--- src/rtl/dec_queue.sv ---
// RV32IM decoder feeding an in-order queue of decoded packets, LANES pushed/popped per cycle.
// Define DEC_QUEUE_ILLEGAL_EN to store and report a per-entry illegal-instruction flag.
package dec_queue_pkg;
   typedef enum logic [5:0] {
      ALU_OP_NOP, ALU_OP_LUI, ALU_OP_AUIPC, ALU_OP_JAL, ALU_OP_JALR,
      ALU_OP_BEQ, ALU_OP_BNE, ALU_OP_BLT, ALU_OP_BGE, ALU_OP_BLTU, ALU_OP_BGEU,
      ALU_OP_LB, ALU_OP_LH, ALU_OP_LW, ALU_OP_LBU, ALU_OP_LHU,
      ALU_OP_SB, ALU_OP_SH, ALU_OP_SW,
      ALU_OP_ADDI, ALU_OP_SLTI, ALU_OP_SLTIU, ALU_OP_XORI, ALU_OP_ORI, ALU_OP_ANDI,
      ALU_OP_SLLI, ALU_OP_SRLI, ALU_OP_SRAI,
      ALU_OP_ADD, ALU_OP_SUB, ALU_OP_SLL, ALU_OP_SLT, ALU_OP_SLTU, ALU_OP_XOR,
      ALU_OP_SRL, ALU_OP_SRA, ALU_OP_OR, ALU_OP_AND,
      ALU_OP_MUL, ALU_OP_MULH, ALU_OP_MULHSU, ALU_OP_MULHU,
      ALU_OP_DIV, ALU_OP_DIVU, ALU_OP_REM, ALU_OP_REMU,
      ALU_OP_FENCE, ALU_OP_ECALL, ALU_OP_EBREAK
   } alu_op_t;

   typedef struct packed {
      logic [31:0] pc;
      logic [31:0] instr;
   } rv32_if_packet_t;

   typedef struct packed {
      logic [31:0] pc;
      logic [31:0] imm32;
      logic [4:0]  rs1_sel;
      logic [4:0]  rs2_sel;
      logic [4:0]  rd_sel;
      alu_op_t     alu_op;
   } rv32_instr_packet_t;
endpackage

module dec_queue
   import dec_queue_pkg::*;
#(
   parameter int LANES = 2,
   parameter int DEPTH = 8
) (
   input  logic                                          i_clk,
   input  logic                                          i_rst,
   input  logic                                          i_flush,
   input  logic [LANES-1:0]                              i_in_valid,
   input  logic [LANES*$bits(rv32_if_packet_t)-1:0]      i_in_packet,
   output logic                                          o_in_ready,
   output logic [LANES-1:0]                              o_out_valid,
   output logic [LANES*$bits(rv32_instr_packet_t)-1:0]   o_out_packet,
   output logic [LANES-1:0]                              o_out_illegal,
   input  logic [LANES-1:0]                              i_out_ready
);
   localparam int PW  = $clog2(DEPTH);
   localparam int IFW = $bits(rv32_if_packet_t);
   localparam int PKW = $bits(rv32_instr_packet_t);

   // Every legal encoding assigns a real op, so illegal is exactly "op stayed NOP".
   function automatic void f_decode(input logic [31:0] ins, input logic [31:0] pc,
                                    output rv32_instr_packet_t pkt, output logic ill);
      logic [31:0] imm;
      logic        use1, use2, used;
      alu_op_t     op;
      logic [2:0]  f3;
      logic [6:0]  f7;
      f3 = ins[14:12];
      f7 = ins[31:25];
      op = ALU_OP_NOP; imm = '0; use1 = 1'b0; use2 = 1'b0; used = 1'b0;
      case (ins[6:0])
         7'b0110111: begin op = ALU_OP_LUI;   imm = {ins[31:12], 12'b0}; used = 1'b1; end
         7'b0010111: begin op = ALU_OP_AUIPC; imm = {ins[31:12], 12'b0}; used = 1'b1; end
         7'b1101111: begin
            op = ALU_OP_JAL; used = 1'b1;
            imm = {{11{ins[31]}}, ins[31], ins[19:12], ins[20], ins[30:21], 1'b0};
         end
         7'b1100111: begin
            imm = {{20{ins[31]}}, ins[31:20]}; use1 = 1'b1; used = 1'b1;
            if (f3 == 3'd0) op = ALU_OP_JALR;
         end
         7'b1100011: begin
            imm = {{19{ins[31]}}, ins[31], ins[7], ins[30:25], ins[11:8], 1'b0};
            use1 = 1'b1; use2 = 1'b1;
            case (f3)
               3'd0: op = ALU_OP_BEQ;   3'd1: op = ALU_OP_BNE;
               3'd4: op = ALU_OP_BLT;   3'd5: op = ALU_OP_BGE;
               3'd6: op = ALU_OP_BLTU;  3'd7: op = ALU_OP_BGEU;
               default: op = ALU_OP_NOP;
            endcase
         end
         7'b0000011: begin
            imm = {{20{ins[31]}}, ins[31:20]}; use1 = 1'b1; used = 1'b1;
            case (f3)
               3'd0: op = ALU_OP_LB;  3'd1: op = ALU_OP_LH;  3'd2: op = ALU_OP_LW;
               3'd4: op = ALU_OP_LBU; 3'd5: op = ALU_OP_LHU;
               default: op = ALU_OP_NOP;
            endcase
         end
         7'b0100011: begin
            imm = {{20{ins[31]}}, ins[31:25], ins[11:7]}; use1 = 1'b1; use2 = 1'b1;
            case (f3)
               3'd0: op = ALU_OP_SB; 3'd1: op = ALU_OP_SH; 3'd2: op = ALU_OP_SW;
               default: op = ALU_OP_NOP;
            endcase
         end
         7'b0010011: begin
            imm = {{20{ins[31]}}, ins[31:20]}; use1 = 1'b1; used = 1'b1;
            case (f3)
               3'd0: op = ALU_OP_ADDI;  3'd2: op = ALU_OP_SLTI;  3'd3: op = ALU_OP_SLTIU;
               3'd4: op = ALU_OP_XORI;  3'd6: op = ALU_OP_ORI;   3'd7: op = ALU_OP_ANDI;
               3'd1: op = (f7 == 7'b0000000) ? ALU_OP_SLLI : ALU_OP_NOP;
               default: op = (f7 == 7'b0000000) ? ALU_OP_SRLI :
                             (f7 == 7'b0100000) ? ALU_OP_SRAI : ALU_OP_NOP;
            endcase
         end
         7'b0110011: begin
            use1 = 1'b1; use2 = 1'b1; used = 1'b1;
            case ({f7, f3})
               10'b0000000_000: op = ALU_OP_ADD;    10'b0100000_000: op = ALU_OP_SUB;
               10'b0000000_001: op = ALU_OP_SLL;    10'b0000000_010: op = ALU_OP_SLT;
               10'b0000000_011: op = ALU_OP_SLTU;   10'b0000000_100: op = ALU_OP_XOR;
               10'b0000000_101: op = ALU_OP_SRL;    10'b0100000_101: op = ALU_OP_SRA;
               10'b0000000_110: op = ALU_OP_OR;     10'b0000000_111: op = ALU_OP_AND;
               10'b0000001_000: op = ALU_OP_MUL;    10'b0000001_001: op = ALU_OP_MULH;
               10'b0000001_010: op = ALU_OP_MULHSU; 10'b0000001_011: op = ALU_OP_MULHU;
               10'b0000001_100: op = ALU_OP_DIV;    10'b0000001_101: op = ALU_OP_DIVU;
               10'b0000001_110: op = ALU_OP_REM;    10'b0000001_111: op = ALU_OP_REMU;
               default:         op = ALU_OP_NOP;
            endcase
         end
         7'b0001111: begin
            imm = {{20{ins[31]}}, ins[31:20]};
            if (f3 == 3'd0) op = ALU_OP_FENCE;
         end
         7'b1110011: begin
            imm = {{20{ins[31]}}, ins[31:20]};
            if (ins[31:7] == 25'd0)                op = ALU_OP_ECALL;
            else if (ins[31:7] == {12'd1, 13'd0})  op = ALU_OP_EBREAK;
         end
         default: op = ALU_OP_NOP;
      endcase
      ill         = (op == ALU_OP_NOP);
      pkt.pc      = pc;
      pkt.alu_op  = op;
      pkt.imm32   = ill ? '0 : imm;
      pkt.rs1_sel = (use1 && !ill) ? ins[19:15] : 5'd0;
      pkt.rs2_sel = (use2 && !ill) ? ins[24:20] : 5'd0;
      pkt.rd_sel  = (used && !ill) ? ins[11:7]  : 5'd0;
   endfunction

   logic [PW-1:0]      r_wr_ptr, r_rd_ptr;
   logic [PW:0]        r_count;
   rv32_instr_packet_t r_mem [DEPTH];

   rv32_instr_packet_t w_dec [LANES];
   logic [LANES-1:0]   w_dec_ill, w_push, w_pop, w_out_valid;
   logic [PW:0]        w_n_push, w_n_pop;
   logic               w_in_ready, w_run_in, w_run_out;

   always_comb begin
      for (int l = 0; l < LANES; l++) begin
         f_decode(i_in_packet[l*IFW +: 32], i_in_packet[l*IFW+32 +: 32], w_dec[l], w_dec_ill[l]);
      end
   end

   // Non-prefix valid/ready patterns collapse to their lane-0 prefix via the running AND.
   always_comb begin
      w_in_ready = !i_rst && (int'(r_count) + LANES <= DEPTH);
      w_run_in   = 1'b1;
      w_run_out  = 1'b1;
      w_n_push   = '0;
      w_n_pop    = '0;
      for (int l = 0; l < LANES; l++) begin
         w_out_valid[l] = (int'(r_count) > l);
         w_run_in       = w_run_in & i_in_valid[l];
         w_run_out      = w_run_out & i_out_ready[l] & w_out_valid[l];
         w_push[l]      = w_run_in & w_in_ready & !i_flush;
         w_pop[l]       = w_run_out;
         w_n_push       = w_n_push + {{PW{1'b0}}, w_push[l]};
         w_n_pop        = w_n_pop + {{PW{1'b0}}, w_pop[l]};
      end
   end

   always_ff @(posedge i_clk) begin
      if (i_rst || i_flush) begin
         r_count  <= '0;
         r_wr_ptr <= '0;
         r_rd_ptr <= '0;
      end else begin
         r_count  <= r_count + w_n_push - w_n_pop;
         r_wr_ptr <= r_wr_ptr + w_n_push[PW-1:0];
         r_rd_ptr <= r_rd_ptr + w_n_pop[PW-1:0];
      end
   end

   always_ff @(posedge i_clk) begin
      for (int l = 0; l < LANES; l++) begin
         if (w_push[l]) r_mem[r_wr_ptr + PW'(l)] <= w_dec[l];
      end
   end

   always_comb begin
      o_out_packet = '0;
      for (int l = 0; l < LANES; l++) begin
         if (w_out_valid[l]) o_out_packet[l*PKW +: PKW] = r_mem[r_rd_ptr + PW'(l)];
      end
   end

   assign o_in_ready  = w_in_ready;
   assign o_out_valid = w_out_valid;

`ifdef DEC_QUEUE_ILLEGAL_EN
   logic r_ill [DEPTH];

   always_ff @(posedge i_clk) begin
      for (int l = 0; l < LANES; l++) begin
         if (w_push[l]) r_ill[r_wr_ptr + PW'(l)] <= w_dec_ill[l];
      end
   end

   always_comb begin
      o_out_illegal = '0;
      for (int l = 0; l < LANES; l++) begin
         o_out_illegal[l] = w_out_valid[l] & r_ill[r_rd_ptr + PW'(l)];
      end
   end
`else
   logic w_unused_ill;
   assign w_unused_ill  = ^w_dec_ill;
   assign o_out_illegal = '0;
`endif
endmodule

--- config.mk ---
export PLATFORM = sky130hd
export DESIGN_NAME = dec_queue
export DESIGN_NICKNAME = d
export VERILOG_FILES = /design/src/rtl/dec_queue.sv
export SDC_FILE = /design/constraint.sdc
export NUM_CORES = 2
export LEC_CHECK = 0
export ABC_AREA = 0
export CORE_MARGIN = 2
export CORE_UTILIZATION = 50
export DETAILED_ROUTE_END_ITERATION = 12
export DONT_BUFFER_PORTS = 1
export PLACE_DENSITY_LB_ADDON = 0.12
export SLEW_MARGIN = 20
export SYNTH_ARGS = -nofsm -noshare
export SYNTH_HDL_FRONTEND = slang
export SYNTH_SLANG_ARGS = --single-unit
--- constraint.sdc ---
create_clock -name i_clk -period 12.5 [get_ports i_clk]
set_input_delay 2.5 -clock i_clk [delete_from_list [all_inputs] [get_ports i_clk]]
set_output_delay 2.5 -clock i_clk [all_outputs]
set_load 0.05 [all_outputs]
== After elaboration in Yosys (flattened, before gate mapping) ==
Memories as Yosys holds them, arrays and structs flattened. A register that Yosys moved wholly into a read port is not among the register bits.
Cells that the tools add are included.
Operators by class
  reduce and logical (&&, ||, !) cells: 32
  $lt $le $gt $ge: 3
  eq/ne operators: 74
  multiplexer cells: 49
  add/sub/neg operators: 9
  bitwise gates (word level): 8
Operators with widths (count)
  32-bit one-hot mux with 5 select lines: 2
  6-bit one-hot mux with 18 select lines: 2
  85-bit two-way mux: 2
  10-bit by 4-bit == test with 1-bit output, second input constant: 16
  6-bit one-hot mux with 11 select lines: 2
  10-bit by 3-bit == test with 1-bit output, second input constant: 8
  5-bit one-hot mux with 7 select lines: 2
  32-bit two-way mux: 2
  5-bit two-way mux: 12
  7-bit by 6-bit == test with 1-bit output, second input constant: 8
  7-bit == test, second input constant: 8
  25-bit by 14-bit == test with 1-bit output, second input constant: 2
  25-bit logical NOT: 2
  4-bit one-hot mux with 6 select lines: 2
  10-bit by 2-bit == test with 1-bit output, second input constant: 4
  10-bit by 9-bit == test with 1-bit output, second input constant: 4
  4-bit one-hot mux with 5 select lines: 2
  6-bit two-way mux: 6
  5-bit one-hot mux with 3 select lines: 2
  7-bit by 5-bit == test with 1-bit output, second input constant: 4
  3-bit == test, second input constant: 8
  10-bit by 1-bit == test with 1-bit output, second input constant: 2
  10-bit logical NOT: 2
  7-bit by 2-bit == test with 1-bit output, second input constant: 2
  other kinds (25): 69
Word-level totals
  memories: 1
  register bits: 10
  RAM bits: 680
  logic and storage cells: 179
  bits of input ports: 135
Memory list
  r_mem: words 8, bits a word 85, read ports 2, clocked after memory_dff 1, wr ports 2, RTL line 148  | rv32_instr_packet_t r_mem [DEPTH];

== Logic depth before layout (Yosys ltp) ==
  depth in word-level cells: 9
  depth in mapped cells: 14
  depth with buffers taken out: 14

== Worst setup path after synthesis ==
No wires, ideal clock.
  path kind: input -> register
  start point: input port i_rst
  end point: memory r_mem[0][0] in the netlist's numbering, enable pin
  setup slack: 2.248 ns
  arrival time: 9.598 ns
  cell stages on the path: 4
  path buffers: 0
  library setup time: 0.655 ns
  path through: a21o_1 a2111oi_2 nand2b_1 o31ai_1
RTL lines
  start: declaration: RTL line 40  | input logic i_rst,
  end: declaration: RTL line 148

==> metrics.txt <==
status finished, final reports clean; min Tclk post-route 7980 ps; fin nets 3651; Crit Path Max Fanout 135; CP startpoint kind register; reg2reg setup slack 7320 ps; clk_skew 22.6 ps; hold bufs inserted after CTS 0; CTS Buf Count 78; final core utilization 54.6%; ant diodes 0; clock tree root buffer cell clkbuf_16; pin count of the biggest net entering global routing 136; TNS Setup 0 ps; CTS tree done; Slew @ Worst Pin 1190 ps; vias in the first global route 33700; Synth Register Bits 690; routed vias/inst 7.32; slowest CP cell buf_4; Max-Slew Margin vs Limit 20.4%; Setup Crit Path Kind register to output pin; Yosys cell types 88; Mapped Cells 3708; Die H 296 um; RSZ-0062 raised after global routing false; dpl ws 5160 ps; global route overflow 0; Worst-path clk slew 60 ps; CTS Buffer Depth 3; Die W 296 um; Post-Syn Area 0.0425 mm^2; CP max stage delay 900 ps; core area 0.0840 mm^2; synthesized area per cell 11.5 um^2; dpl cells 4551; Total GRT Usage 36.2%; Max Slew Vio Count 0; Tot Pwr 7.25 mW; Critical Path End Type output pin; Power Dens Cells 158 mW/mm^2; total wire length 160000 um; Setup Fix Bufs, Post-CTS 0; # clock sinks 690; asr flop ratio synth 0%; GP Congestion 0.905; post_cts resized 0; initial cell density of the core 50.7%; Arr. time, crit path 5480 ps; Yosys warnings 0; clk_lat worst skew 640 ps; final hold violation count 0; placed cell areas 0.0435 mm^2; Port Buffers 0; DR pass1 iterations 9; Worst Path Required 10000 ps; drt wl/cell 34.2 um; area of the die 0.0874 mm^2; Ports 310; CP most frequent cell buf_4; worst hold path type register to register; DR DRC count 0; Post-synth EDFFs 680; WHS 705 ps; slack of the critical path 4520 ps; dpl hpwl 94000 um; Vias 34300; antenna-violating nets left 0; Finished Layout Cells 4687; Fill cells 6952; leak pwr 14.8 nW; P&R area growth vs syn 7.83%; worst IR drop on VDD 0.000216 V; period utilization 63.9%; Achievable Freq 125 MHz; design area 0.0459 mm^2; htree depth 3; post-synthesis sequential area ratio 48.5%; first-pass GRT wire length 230000 um; initial antenna violation count 1; max-cap violations 0; share of layout cells above drive strength 1 18.2%; Row Count 106; # setup viols final 0; initial DRC count 5064; Synth Flop Type edfxtp_1; critical-path cell list buf_4 -> buf_12 -> buf_4 -> mux4_2 -> mux2i_1 -> nor2_1
==> per-layer routing <==
metal  share of wire, %  wire length [um]  track usage (%)  up-vias
li1                   -                 -                -    13800
met5              0.019                31                0        -
met1                 36             57500             48.1    17100
met3                 14             22300             10.2      517
met4                4.5              7240             14.7        6
met2                 46             73000             56.5     2845
==> worst max-delay path, delay by kind of cell (launching register included) <==
| family | cells | cell delay [ps] |
|---|---|---|
| flops | 1 | 770 |
| mux | 2 | 460 |
| simple gates | 1 | 880 |
| buf+inv | 3 | 2400 |
==> cell type report <==
class	instances	area, um^2	share of cell area [%]
inverters	22	82.6	0.180
repair buffers	123	952	2.08
clock inverters	36	323	0.704
multi-input cells	2583	20400	44.5
flip-flops and latches	690	20600	45.0
clock buffers	99	2070	4.52
well taps	1134	1420	3.09
==> layout by cell type (no fill, tap or decap), types with 8 or more instances in the layout <==
cell / n
a21oi_1: 164
a22oi_1: 14
a32o_1: 16
and2_1: 14
buf_4: 120
clkbuf_1: 19
clkbuf_16: 80
clkinv_1: 14
clkinv_2: 9
edfxtp_1: 680
ha_1: 13
inv_1: 22
mux2i_1: 102
mux4_2: 340
nand2_1: 1062
nand2b_1: 15
nand3_1: 8
nor2_1: 199
nor2b_1: 13
nor3_1: 20
nor4_1: 10
o21ai_0: 23
o22ai_1: 105
o311ai_2: 8
o32ai_1: 258
xor2_1: 8
==> sequential cells by signal (all words and copies together), names as in the netlist <==
signal / count
r_rd_ptr: 3
r_wr_ptr: 3
r_mem: 680
r_count: 4
==> kinds of logic after synthesis <==
kind of cell               count (synthesis)  share of synthesized area (%)
AOI/OAI and AO/OA                        675                           11.8
and+or+nand+nor                         1434                           13.9
adders and majority gates                 18                          0.600
buffers and inverters                    436                           4.54
DFF                                      690                           48.5
muxes                                    442                           20.4
xor gates and xnor gates                  12                          0.247
other                                      1                        0.00882
==> final timing paths <==
kind                from              end  cells after the start
min reg2reg   r_count[0]       r_count[0]                      2
min           r_count[0]       r_count[0]                      2
max reg2reg   r_count[1]     r_mem[5][33]                      8
max          r_rd_ptr[0]  o_out_packet[3]                      6
==> cell usage after synthesis (11+ instances only) <==
library cell	count	area [um^2]
buf_1	103	387
o22ai_1	105	657
nor4_1	11	68.8
ha_1	14	175
o21ai_0	30	150
nand2b_1	15	93.8
mux2i_1	102	1020
nor2b_1	13	81.3
buf_2	93	465
mux4_2	340	7660
o32ai_1	258	2260
edfxtp_1	680	20400
buf_4	44	330
nand3_1	12	60.1
nor2_1	204	766
nor3_1	24	120
clkbuf_1	172	646
and2_1	14	87.6
inv_1	22	82.6
a22oi_1	14	105
nand2_1	1066	4000
a21oi_1	171	856
a32o_1	16	160
==> power by group <==
| part | switching (mW) | internal, mW | leakage [nW] |
|---|---|---|---|
| Combinational | 1.88 | 0.550 | 6.96 |
| Clock | 0.959 | 1.27 | 1.17 |
| Sequential | 0.0269 | 2.56 | 6.68 |
Power figures use the tool's default switching activity.
